--- src/rtl/encoder_8to3_serial_pkg.sv ---
// Shared widths, types and FSM state encoding for the serialising 8-to-3 encoder.
package encoder_pkg;

  localparam int REQ_W = 8;
  localparam int IDX_W = 3;

  typedef logic [REQ_W-1:0] req_t;
  typedef logic [IDX_W-1:0] idx_t;

  typedef enum logic {
    ENC_IDLE,
    ENC_EMIT
  } enc_state_t;

endpackage

--- src/rtl/encoder_8to3_serial_if.sv ---
// Request-in / index-out handshake bundle; the encoder is the slave side,
// the surrounding logic (producer plus consumer) is the master side.
interface encoder_8to3_serial_if;
  import encoder_pkg::*;

  logic in_valid;
  logic in_ready;
  req_t in_req;
  logic out_valid;
  logic out_ready;
  idx_t out_idx;
  logic out_last;
  logic out_zero;

  modport slave (
    input  in_valid, in_req, out_ready,
    output in_ready, out_valid, out_idx, out_last, out_zero
  );

  modport master (
    output in_valid, in_req, out_ready,
    input  in_ready, out_valid, out_idx, out_last, out_zero
  );

endinterface

--- src/rtl/encoder_8to3_serial_lsb_idx_enc.sv ---
// Combinational lowest-set-bit encoder: index of the lowest set bit plus
// "exactly one bit set" and "any bit set" flags. Index is 0 for a zero vector.
module lsb_idx_enc
  import encoder_pkg::*;
(
  input  req_t vec_i,
  output idx_t idx_o,
  output logic one_o,
  output logic any_o
);

  // NOTE: idx_o gets a default before the loop so no path leaves it unassigned (no latch).
  always_comb begin
    idx_o = '0;
    // Scan downwards so the lowest set bit is the last (winning) assignment.
    for (int i = REQ_W - 1; i >= 0; i--) begin
      if (vec_i[i]) idx_o = idx_t'(i);
    end
  end

  assign any_o = |vec_i;
  assign one_o = any_o && ((vec_i & (vec_i - req_t'(1))) == '0);

endmodule

--- src/rtl/encoder_8to3_serial.sv ---
// Serialising 8-to-3 encoder: accepts a request vector, then emits the index of
// every set bit, lowest first, one per beat. Optional macro ENCODER_ZERO_FLAG_EN
// makes an all-zero vector produce a single out_zero beat instead of nothing.
module encoder_8to3_serial
  import encoder_pkg::*;
(
  input logic                  clk,
  input logic                  rst,
  encoder_8to3_serial_if.slave bus
);

  enc_state_t state_q, state_d;
  req_t       pending_q, pending_d;

  idx_t lsb_idx;
  logic lsb_one;
  logic lsb_any;
  logic emit;
  logic zero_beat;
  logic last_beat;
  logic accept_in;
  logic enter_emit;

  lsb_idx_enc u_lsb_idx_enc (
    .vec_i (pending_q),
    .idx_o (lsb_idx),
    .one_o (lsb_one),
    .any_o (lsb_any)
  );

  assign emit = (state_q == ENC_EMIT);

`ifdef ENCODER_ZERO_FLAG_EN
  // Pending is only empty in EMIT when an all-zero vector was accepted.
  assign zero_beat  = emit && !lsb_any;
  assign enter_emit = 1'b1;
`else
  assign zero_beat  = 1'b0;
  assign enter_emit = |bus.in_req;
`endif

  assign last_beat = emit && (lsb_one || zero_beat);
  assign accept_in = bus.in_valid && bus.in_ready;

  assign bus.in_ready  = !emit && !rst;
  assign bus.out_valid = emit;
  assign bus.out_idx   = lsb_idx;
  assign bus.out_last  = last_beat;
  assign bus.out_zero  = zero_beat;

  always_comb begin
    state_d   = state_q;
    pending_d = pending_q;
    unique case (state_q)
      ENC_IDLE: begin
        if (accept_in) begin
          pending_d = bus.in_req;
          if (enter_emit) state_d = ENC_EMIT;
        end
      end
      ENC_EMIT: begin
        if (bus.out_ready) begin
          pending_d = pending_q & ~(req_t'(1) << lsb_idx);
          if (last_beat) state_d = ENC_IDLE;
        end
      end
      default: state_d = ENC_IDLE;
    endcase
  end

  // NOTE: sequential state uses non-blocking assignments so every flop samples pre-edge values.
  always_ff @(posedge clk) begin
    if (rst) begin
      state_q   <= ENC_IDLE;
      pending_q <= '0;
    end else begin
      state_q   <= state_d;
      pending_q <= pending_d;
    end
  end

endmodule

--- src/flat_wrapper.sv ---
// flat-port wrapper written by rule: the top's interface ports become plain ports
module encoder_8to3_serial_flat import encoder_pkg::*;
  (clk, rst, bus_in_valid, bus_in_req, bus_out_ready, bus_in_ready, bus_out_valid, bus_out_idx, bus_out_last, bus_out_zero);
  encoder_8to3_serial_if bus_i ();
  input logic clk;
  input logic rst;
  input wire logic [$bits(bus_i.in_valid)-1:0] bus_in_valid;
  input wire logic [$bits(bus_i.in_req)-1:0] bus_in_req;
  input wire logic [$bits(bus_i.out_ready)-1:0] bus_out_ready;
  output wire logic [$bits(bus_i.in_ready)-1:0] bus_in_ready;
  output wire logic [$bits(bus_i.out_valid)-1:0] bus_out_valid;
  output wire logic [$bits(bus_i.out_idx)-1:0] bus_out_idx;
  output wire logic [$bits(bus_i.out_last)-1:0] bus_out_last;
  output wire logic [$bits(bus_i.out_zero)-1:0] bus_out_zero;
  assign bus_i.in_valid = bus_in_valid;
  assign bus_i.in_req = bus_in_req;
  assign bus_i.out_ready = bus_out_ready;
  assign bus_in_ready = bus_i.in_ready;
  assign bus_out_valid = bus_i.out_valid;
  assign bus_out_idx = bus_i.out_idx;
  assign bus_out_last = bus_i.out_last;
  assign bus_out_zero = bus_i.out_zero;
  encoder_8to3_serial u_core (.clk(clk), .rst(rst), .bus(bus_i));
endmodule
--- config.mk ---
export PLATFORM = sky130hd
export DESIGN_NAME = encoder_8to3_serial_flat
export DESIGN_NICKNAME = d
export VERILOG_FILES = /design/src/rtl/encoder_8to3_serial_pkg.sv /design/src/rtl/encoder_8to3_serial_if.sv /design/src/rtl/encoder_8to3_serial_lsb_idx_enc.sv /design/src/rtl/encoder_8to3_serial.sv /design/src/flat_wrapper.sv
export SDC_FILE = /design/constraint.sdc
export NUM_CORES = 1
export LEC_CHECK = 0
export BUFFER_PORTS_ARGS = -buffer_cell sky130_fd_sc_hd__buf_2
export CAP_MARGIN = 40
export CORE_UTILIZATION = 37
export CTS_CLUSTER_SIZE = 30
export DETAILED_ROUTE_END_ITERATION = 10
export PLACE_DENSITY_LB_ADDON = 0.1
export SYNTH_ARGS = -nofsm -noshare
export SYNTH_HDL_FRONTEND = slang
export SYNTH_SLANG_ARGS = --single-unit
--- constraint.sdc ---
create_clock -name clk -period 3.2 [get_ports clk]
set_input_delay 0.48 -clock clk [delete_from_list [all_inputs] [get_ports clk]]
set_output_delay 0.48 -clock clk [all_outputs]
set_load 0.02 [all_outputs]
## Word-level counts from Yosys, hierarchy flattened

Cells that the tools add are included.

- Input port bits: 12
- Word-level logic and storage cells: 36
- Output and inout bits: 7
- Bits in registers: 9

- Add/sub/neg operators: 1
- Bitwise gates (word level): 4
- Multiplexer cells: 16
- Reduce and logical (&&, ||, !) cells: 10
- Equal/unequal tests: 2
- Shifts and indexed selects: 1

Operators with widths:

| kind | number |
|---|---|
| $mux W3 | 8 |
| $and A8 B8 Y8 | 2 |
| $mux W8 | 2 |
| $pmux W8 S2 | 1 |
| $reduce_or A8 Y1 | 2 |
| $logic_not A8 Y1 | 1 |
| $not A8 Y8 | 1 |
| $shl A1 B3 Y8 const A | 1 |
| $sub A8 B1 Y8 const B | 1 |
| $logic_and A1 B1 Y1 | 4 |
| $mux W1 | 4 |
| $logic_not A1 Y1 | 2 |
| $ne A2 B1 Y1 const B | 1 |
| $ne A2 B2 Y1 const B | 1 |
| $pmux W1 S2 | 1 |
| $reduce_and A2 Y1 | 1 |
| $not A1 Y1 | 1 |

## Depth between registers and ports, before layout

Gate-level depths: netlist (run 1).

- Word-level depth: 13
- Mapped depth: 6

## Hierarchy

A second synthesis (run 1) with hierarchy kept.

- Cells, all modules: 67
- Area, all modules: 604.3 µm²

Modules (own cells, without submodules):

| module | cells each | seq. area each (µm²) | area each (µm²) | times used |
|---|---|---|---|---|
| encoder_8to3_serial | 43 | 180.2 | 441.7 | 1 |
| lsb_idx_enc | 24 | 0.0 | 162.7 | 1 |

## Least setup slack after synthesis (run 1)

OpenSTA, ideal clock, no wires.

- Path type: reg-to-output
- Start: register u_core.pending_q[2]
- End: output bus_out_last
- Stages on the path, launching flop included: 7
- Data required time: 2720 ps
- Buffers on the path: 1
- Setup slack: 1131 ps
- Data arrival time: 1589 ps
- Path through: dfxtp_1 buf_2 or4_4 nor2_2 maj3_1 a22o_1 and3_1

- Longest elaborated chain between the ends: 5

Ends and longest elaborated chain:

| element | line | RTL |
|---|---|---|
| from (decl) | encoder_8to3_serial.sv:13 | `req_t pending_q, pending_d;` |
| from (signal assigned) | encoder_8to3_serial.sv:78 | `pending_q <= pending_d;` |
| $sub A8 B1 Y8 | encoder_8to3_serial_lsb_idx_enc.sv:22 | `assign one_o = any_o && ((vec_i & (vec_i - req_t'(1))) == '0);` |
| $and A8 B8 Y8 | encoder_8to3_serial_lsb_idx_enc.sv:22 |  |
| $logic_not A8 Y1 | encoder_8to3_serial_lsb_idx_enc.sv:22 |  |
| $logic_and A1 B1 Y1 (*) | encoder_8to3_serial_lsb_idx_enc.sv:22 |  |
| $logic_and A1 B1 Y1 (*) | encoder_8to3_serial.sv:42 | `assign last_beat = emit && (lsb_one \|\| zero_beat);` |
| to (decl) | flat_wrapper.sv:13 | `output wire logic [$bits(bus_i.out_last)-1:0] bus_out_last;` |

Every way passes the cells marked *; elsewhere a longest branch is shown, timed or not.

## Worst setup path in the final report (run 1)

- Start: register u_core.pending_q[0]
- End: output bus_out_last

The elaborated chain is that of the path after synthesis.

==> flow_metrics.tcl, run 1 <==
set metrics [dict create \
    outcome "complete, no violations" \
    irDropWorstVdd_mv 0.273 \
    yosys.area.top_type_share_pct 28.7 \
    report.final.setup_viol 0 \
    static-leakage-power_nw 0.306 \
    endpoint_kind "output port" \
    place_area_um2 702 \
    first_global_vias 679 \
    placeableCoreArea_um2 1540 \
    die_area_um2 1870 \
    synth_top_cell_by_area "sky130_fd_sc_hd__dfxtp_1" \
    gr-total-overflow 0 \
    yosys_warnings 0 \
    postSynth.asyncResetShare_pct 0 \
    synthMostInstantiatedCell "sky130_fd_sc_hd__nor2_1" \
    criticalPathCategory "reg -> out" \
    wire_per_inst_um 14.4 \
    post_cts_hold_buffer_count 0 \
    design_area_um2 728 \
    synth_top_family_by_area "simple AND/OR/NAND/NOR gates" \
    viasPerCell 5.90 \
    max_clock_freq_ghz 0.402 \
    drc_errors 0 \
    synth_seq_area_share_pct 28.7 \
    post_synth_xor_area_fraction_pct 0 \
    drv_cap 0 \
    fraction_of_the_mapped_netlist_area_in_adder_cells_pct 1.59 \
    synthesis.area_um2 628 \
    rrSetupSlack_ns 1.51 \
    antenna-diode-count 0 \
    pwr_density_cell_nw_per_um2 463 \
    grt_setup_unrepaired "no" \
    cts_root_buffer "sky130_fd_sc_hd__clkbuf_4" \
    port_buffers 17 \
    hold_violations 0 \
    finish.utilization_pct 47.2 \
    clk-insertion-delay-late_ns 0.27 \
    synth_cell_types 29 \
    holdCritPathClass "in -> reg" \
    finalWirelength_mm 1.76 \
    ys_dominant_reg_cell "sky130_fd_sc_hd__dfxtp_1" \
    cp.arrival_ns 2.01 \
    netlist_top_cells_count "sky130_fd_sc_hd__nor2_1 (13), sky130_fd_sc_hd__nand2_1 (12), sky130_fd_sc_hd__dfxtp_1 (9), sky130_fd_sc_hd__a21oi_1 (7), sky130_fd_sc_hd__inv_1 (5)" \
    timing.setup.tns_ns 0 \
    via_count 720 \
    grt_start_max_net_pins 13 \
    nNetsFinal 119 \
    synth.ff_latch_count 9 \
    synth_simple_gate_area_share_pct 33.9 \
    die-width_um 43.2 \
    io_pins 19 \
    critical_path_peak_fanout 8 \
    timing.final.crit_share_pct 77.7 \
    dp.final_hpwl_mm 1.28 \
    die_h_um 43.2 \
    syn-mean-instance-area_um2 6.90 \
    critical_path.startpoint_type "register" \
    r2r.worst_path.cells 3 \
    final_min_period_ns 2.49 \
    grt.total_usage_pct 21.9 \
    post_cts_buffers 0 \
    drtAntennaViolNets 0 \
    synth_mux_area_share_pct 0 \
    areaGrowthSynthToFinish_pct 15.9 \
    worstHoldEndpoint "u_core.pending_q[6]" \
    cts.reportedPaths.clkPinSlew_ns 0.06 \
    syn_inst 91 \
    hold_slack_ns 0.448 \
    hp-start "bus_in_req[6]" \
    final_layout_size_suffix_gt1_share_pct 20.8 \
    crit-reg2reg-capture "u_core.pending_q[5]" \
    first_pass_iters 4 \
    timing.critical_path.from "u_core.pending_q[0]" \
    drv_slew 0 \
    worst_clock_skew_ns 0.00161 \
    floorplan.rows 14 \
    synth-compound-area-share_pct 27.3 \
    crit_path_required_time_ns 2.72 \
    tritoncts.num_buffers 3 \
    hold_path_depth 3 \
    synth.net_count 103 \
    number_of_antenna_violations_at_the_first_check_in_global_routing 0 \
    ctsResizeCount 0 \
    initial_core_util_pct 40.7 \
    cts_sinks 9 \
    ys_top_cells_by_area "sky130_fd_sc_hd__dfxtp_1 (29%), sky130_fd_sc_hd__nor2_1 (7.8%), sky130_fd_sc_hd__nand2_1 (7.2%), sky130_fd_sc_hd__a21oi_1 (5.6%), sky130_fd_sc_hd__o311ai_0 (4.2%)" \
    h_tree_level_count 1 \
    first_iteration_detailed_routing_drc_count 19 \
    wire_length_of_the_first_global_routing_pass_mm 2.99 \
    final_weighted_congestion_in_routability_driven_placement 0.814 \
    cts.path.max_buffers 2 \
    rr_startpoint "u_core.pending_q[0]" \
    synth-edff-count 0 \
    clock_tree_from_tritoncts "done" \
]
## state kept, by name, indices dropped and copies added, names as in the netlist
signal                count
u_core.pending_q          8
u_core.bus.out_valid      1
## cells in the final DEF, fill, tap and decap left out, types with 4 or more instances in the layout
cell type	synthesis	routed
sky130_fd_sc_hd__buf_2	1	17
sky130_fd_sc_hd__nor2_1	13	13
sky130_fd_sc_hd__nand2_1	12	12
sky130_fd_sc_hd__dfxtp_1	9	9
sky130_fd_sc_hd__a21oi_1	7	7
sky130_fd_sc_hd__inv_1	5	5
sky130_fd_sc_hd__nand2b_1	4	4
sky130_fd_sc_hd__nand3_1	4	4
## critical path, stage by stage (launching register included)
cell and delay [ns]:
sky130_fd_sc_hd__dfxtp_1 0.37, sky130_fd_sc_hd__or4_4 0.60, sky130_fd_sc_hd__nor2_2 0.14, sky130_fd_sc_hd__maj3_1 0.19, sky130_fd_sc_hd__a22o_1 0.14, sky130_fd_sc_hd__and3_1 0.15
sky130_fd_sc_hd__buf_2 0.15
## worst max-delay path by stage
stage	to	slack, ns	depth (start not counted)
after detailed placement	bus_out_last	1.04	6
after global placement	bus_out_last	1.08	6
after global routing	bus_out_last	0.61	6
final	bus_out_last	0.71	6
after CTS	bus_out_last	0.71	6
after floorplan	bus_out_last	1.13	6
## stage by stage
stage / std cells / setup slack, ns / total power [mW]
6_report: 122 / 0.714 / 0.337
5_1_grt: 122 / 0.606 / 0.360
4_1_cts: 122 / 0.710 / 0.338
3_5_place_dp: 118 / 1.04 / 0.244
3_3_place_gp: 118 / 1.08 / 0.243
2_1_floorplan: 91 / 1.13 / 0.212
## power by group
group          switching, mW  total [mW]  internal, mW
Clock                 0.0447      0.0931        0.0483
Combinational         0.0659       0.108        0.0417
Sequential            0.0158       0.136         0.121
Total                  0.126       0.337         0.211
## routing by layer
layer / wire length [um] / global-route usage, %
met1: 816 / 27.9
met4: 9 / 7.88
met5: 0 / 0
met3: 149 / 8.51
met2: 785 / 33.1
## area by class of cell
| cell class | count | area (um2) |
|---|---|---|
| clock buffers | 4 | 26.3 |
| well taps | 16 | 20.0 |
| repair buffers | 17 | 85.1 |
| flip-flops and latches | 9 | 180 |
| fillers | 174 | 813 |
| inverters | 5 | 18.8 |
| multi-input cells | 71 | 398 |
## cell families after synthesis
logic type               after synthesis
AO/OA/AOI/OAI                         25
buffers and inverters                 11
flip-flops                             9
AND/OR/NAND/NOR                       44
other                                  1
adder cells (fa/ha/maj)                1
No activity file was read; power rests on OpenSTA's default activity.
==> run 2, diff against run 1 <==
--- a/config.mk
+++ b/config.mk
@@ -5,6 +5,7 @@
 export SDC_FILE = /design/constraint.sdc
 export NUM_CORES = 1
 export LEC_CHECK = 0
+export ABC_AREA = 1
 export BUFFER_PORTS_ARGS = -buffer_cell sky130_fd_sc_hd__buf_2
 export CAP_MARGIN = 40
 export CORE_UTILIZATION = 37
==> constraint.sdc (replaced) <==
create_clock -name clk -period 2.11 [get_ports clk]
set_input_delay 0.3165 -clock clk [delete_from_list [all_inputs] [get_ports clk]]
set_output_delay 0.3165 -clock clk [all_outputs]
set_load 0.02 [all_outputs]
==> flow_metrics.tcl, run 2 <==
set metrics [dict create \
    number_of_antenna_violations_at_the_first_check_in_global_routing 0 \
    die-width_um 44.5 \
    cp.arrival_ns 1.59 \
    viasPerCell 5.16 \
    synth_cell_types 22 \
    critical_path_peak_fanout 5 \
    clock_power_share_pct 27.2 \
    synthesis.area_um2 667 \
    hold_violations 0 \
    cts_sinks 9 \
    largest_register_ff_count 8 \
    port_buffers 17 \
    drv_slew 0 \
    yosys.area.top_type_share_pct 27.0 \
    cts.path.max_buffers 2 \
    static-leakage-power_nw 0.334 \
    drc_errors 0 \
    synth_seq_area_share_pct 27.0 \
    wire_length_of_the_first_global_routing_pass_mm 2.76 \
    placeableCoreArea_um2 1590 \
    ys_dominant_reg_cell "sky130_fd_sc_hd__dfxtp_1" \
    criticalPathCategory "reg -> out" \
    ys_top_cells_by_area "sky130_fd_sc_hd__dfxtp_1 (27%), sky130_fd_sc_hd__a21oi_1 (11%), sky130_fd_sc_hd__nand2_1 (9.6%), sky130_fd_sc_hd__a221oi_2 (9.0%), sky130_fd_sc_hd__nand3_1 (7.5%)" \
    synth.ff_latch_count 9 \
    first_iteration_detailed_routing_drc_count 17 \
    endpoint_kind "output port" \
    synthMostInstantiatedCell "sky130_fd_sc_hd__nand2_1" \
    areaGrowthSynthToFinish_pct 16.1 \
    synth.net_count 108 \
    first_global_vias 656 \
    worst_clock_skew_ns 0.00556 \
    final_weighted_congestion_in_routability_driven_placement 0.838 \
    die_h_um 44.5 \
    cell_internal_pwr_mw 0.325 \
    wire_per_inst_um 11.8 \
    post_cts_buffers 0 \
    synth-edff-count 0 \
    seqPwrFrac_pct 37.7 \
    finalWirelength_mm 1.63 \
    cts.reportedPaths.clkPinSlew_ns 0.07 \
    die_area_um2 1980 \
    largest_register "u_core.pending_q" \
    via_count 712 \
    power_switching_mw 0.215 \
    gr-total-overflow 0 \
    cts_root_buffer "sky130_fd_sc_hd__clkbuf_4" \
    first_pass_iters 4 \
    post_cts_hold_buffer_count 0 \
    report.final.setup_viol 0 \
    p_total_mw 0.540 \
    postSynth.asyncResetShare_pct 0 \
    outcome "complete, no violations" \
    irDropWorstVdd_mv 0.320 \
    grt.total_usage_pct 19.8 \
    final_layout_size_suffix_gt1_share_pct 30.7 \
    critical_path.startpoint_type "register" \
    place_area_um2 748 \
    crit_path_required_time_ns 1.79 \
    drtAntennaViolNets 0 \
    initial_core_util_pct 41.8 \
    syn_inst 96 \
    tritoncts.num_buffers 3 \
    power_switching_share_pct 39.8 \
    io_pins 19 \
    dp.final_hpwl_mm 1.24 \
    max_clock_freq_ghz 0.524 \
    ctsResizeCount 0 \
    final_min_period_ns 1.91 \
    grt_start_max_net_pins 12 \
    timing.setup.tns_ns 0 \
    syn-mean-instance-area_um2 6.95 \
    drv_cap 0 \
    pwr_density_cell_nw_per_um2 698 \
    holdCritPathClass "in -> reg" \
    clk-insertion-delay-late_ns 0.28 \
    grt_setup_unrepaired "no" \
    clock_tree_from_tritoncts "done" \
    yosys_warnings 0 \
    share_comb_of_total_power_pct 35.0 \
    antenna-diode-count 0 \
    design_area_um2 774 \
    h_tree_level_count 1 \
    timing.final.crit_share_pct 90.5 \
    synth_top_cell_by_area "sky130_fd_sc_hd__dfxtp_1" \
    nNetsFinal 127 \
    netlist_top_cells_count "sky130_fd_sc_hd__nand2_1 (17), sky130_fd_sc_hd__a21oi_1 (14), sky130_fd_sc_hd__inv_1 (11), sky130_fd_sc_hd__nand3_1 (10), sky130_fd_sc_hd__dfxtp_1 (9)" \
    floorplan.rows 14 \
    commonest_cells_after_routing_fill_and_taps_aside "sky130_fd_sc_hd__nand2_1 (17), sky130_fd_sc_hd__buf_2 (17), sky130_fd_sc_hd__a21oi_1 (14), sky130_fd_sc_hd__inv_1 (11), sky130_fd_sc_hd__nand3_1 (10)" \
]
==> run 2: final timing paths <==
| path | start | endpoint | slack (ns) | depth (start not counted) |
|---|---|---|---|---|
| max | u_core.pending_q[0] | bus_out_last | 0.20 | 7 |
| min | bus_in_req[0] | u_core.pending_q[0] | 0.28 | 3 |
| max reg2reg | u_core.bus.out_valid | u_core.pending_q[6] | 0.71 | 7 |
| min reg2reg | u_core.pending_q[3] | u_core.pending_q[3] | 0.54 | 2 |
==> run 2: layout make-up <==
type                            instances  area [um2]
Clock buffer                            4        26.3
Inverter                               13        51.3
Multi-Input combinational cell         70         394
Sequential cell                         9         180
Timing Repair Buffer                   18        92.6
Fill cell                             186         820
Tap cell                               24        30.0
==> run 2: kinds of logic (layout without fill, tap and decap cells) <==
group                  count (synthesis)  in the layout  synth area share (%)
AND/OR/NAND/NOR                       41             41                  29.3
AO/OA/AOI/OAI                         28             28                  29.3
buffers and inverters                 17             35                  13.9
flip-flops                             9              9                  27.0
other                                  1              1                 0.562
==> run 2: stage by stage <==
step	hold WS [ns]	setup WS, ns	std cells	utilization (%)
after floorplan	0.457	0.522	96	-
after CTS	0.268	0.190	138	48.6
after detailed placement	0.533	0.508	134	46.9
after global placement	0.528	0.532	134	46.9
final	0.276	0.200	138	48.6
after global routing	0.292	0.0227	138	48.6
==> run 2: worst max-delay path, stage by stage (launching register included) <==
cell                      delay [ns]
sky130_fd_sc_hd__dfxtp_1        0.35
sky130_fd_sc_hd__nor2_1         0.21
sky130_fd_sc_hd__nand2_2        0.13
sky130_fd_sc_hd__o21ai_0        0.16
sky130_fd_sc_hd__inv_1          0.07
sky130_fd_sc_hd__nor2_2         0.11
sky130_fd_sc_hd__and2_2         0.13
sky130_fd_sc_hd__buf_2          0.15
==> run 2: power by group through the flow <==
stage | Sequential (mW) | Combinational [mW] | Clock (mW)
after floorplan | 0.205 | 0.145 | 0
after detailed placement | 0.208 | 0.189 | 0
after CTS | 0.203 | 0.190 | 0.156
final | 0.204 | 0.189 | 0.147
after global routing | 0.207 | 0.212 | 0.159
after global placement | 0.207 | 0.189 | 0
==> run 2: routing by layer <==
layer | share of wire, % | GRT usage, % | vias up
met5 | 0 | 0 | -
met2 | 46 | 28.5 | 19
li1 | - | - | 364
met1 | 46 | 25.6 | 322
met4 | 3.1 | 13.9 | 0
met3 | 4.4 | 4.90 | 7
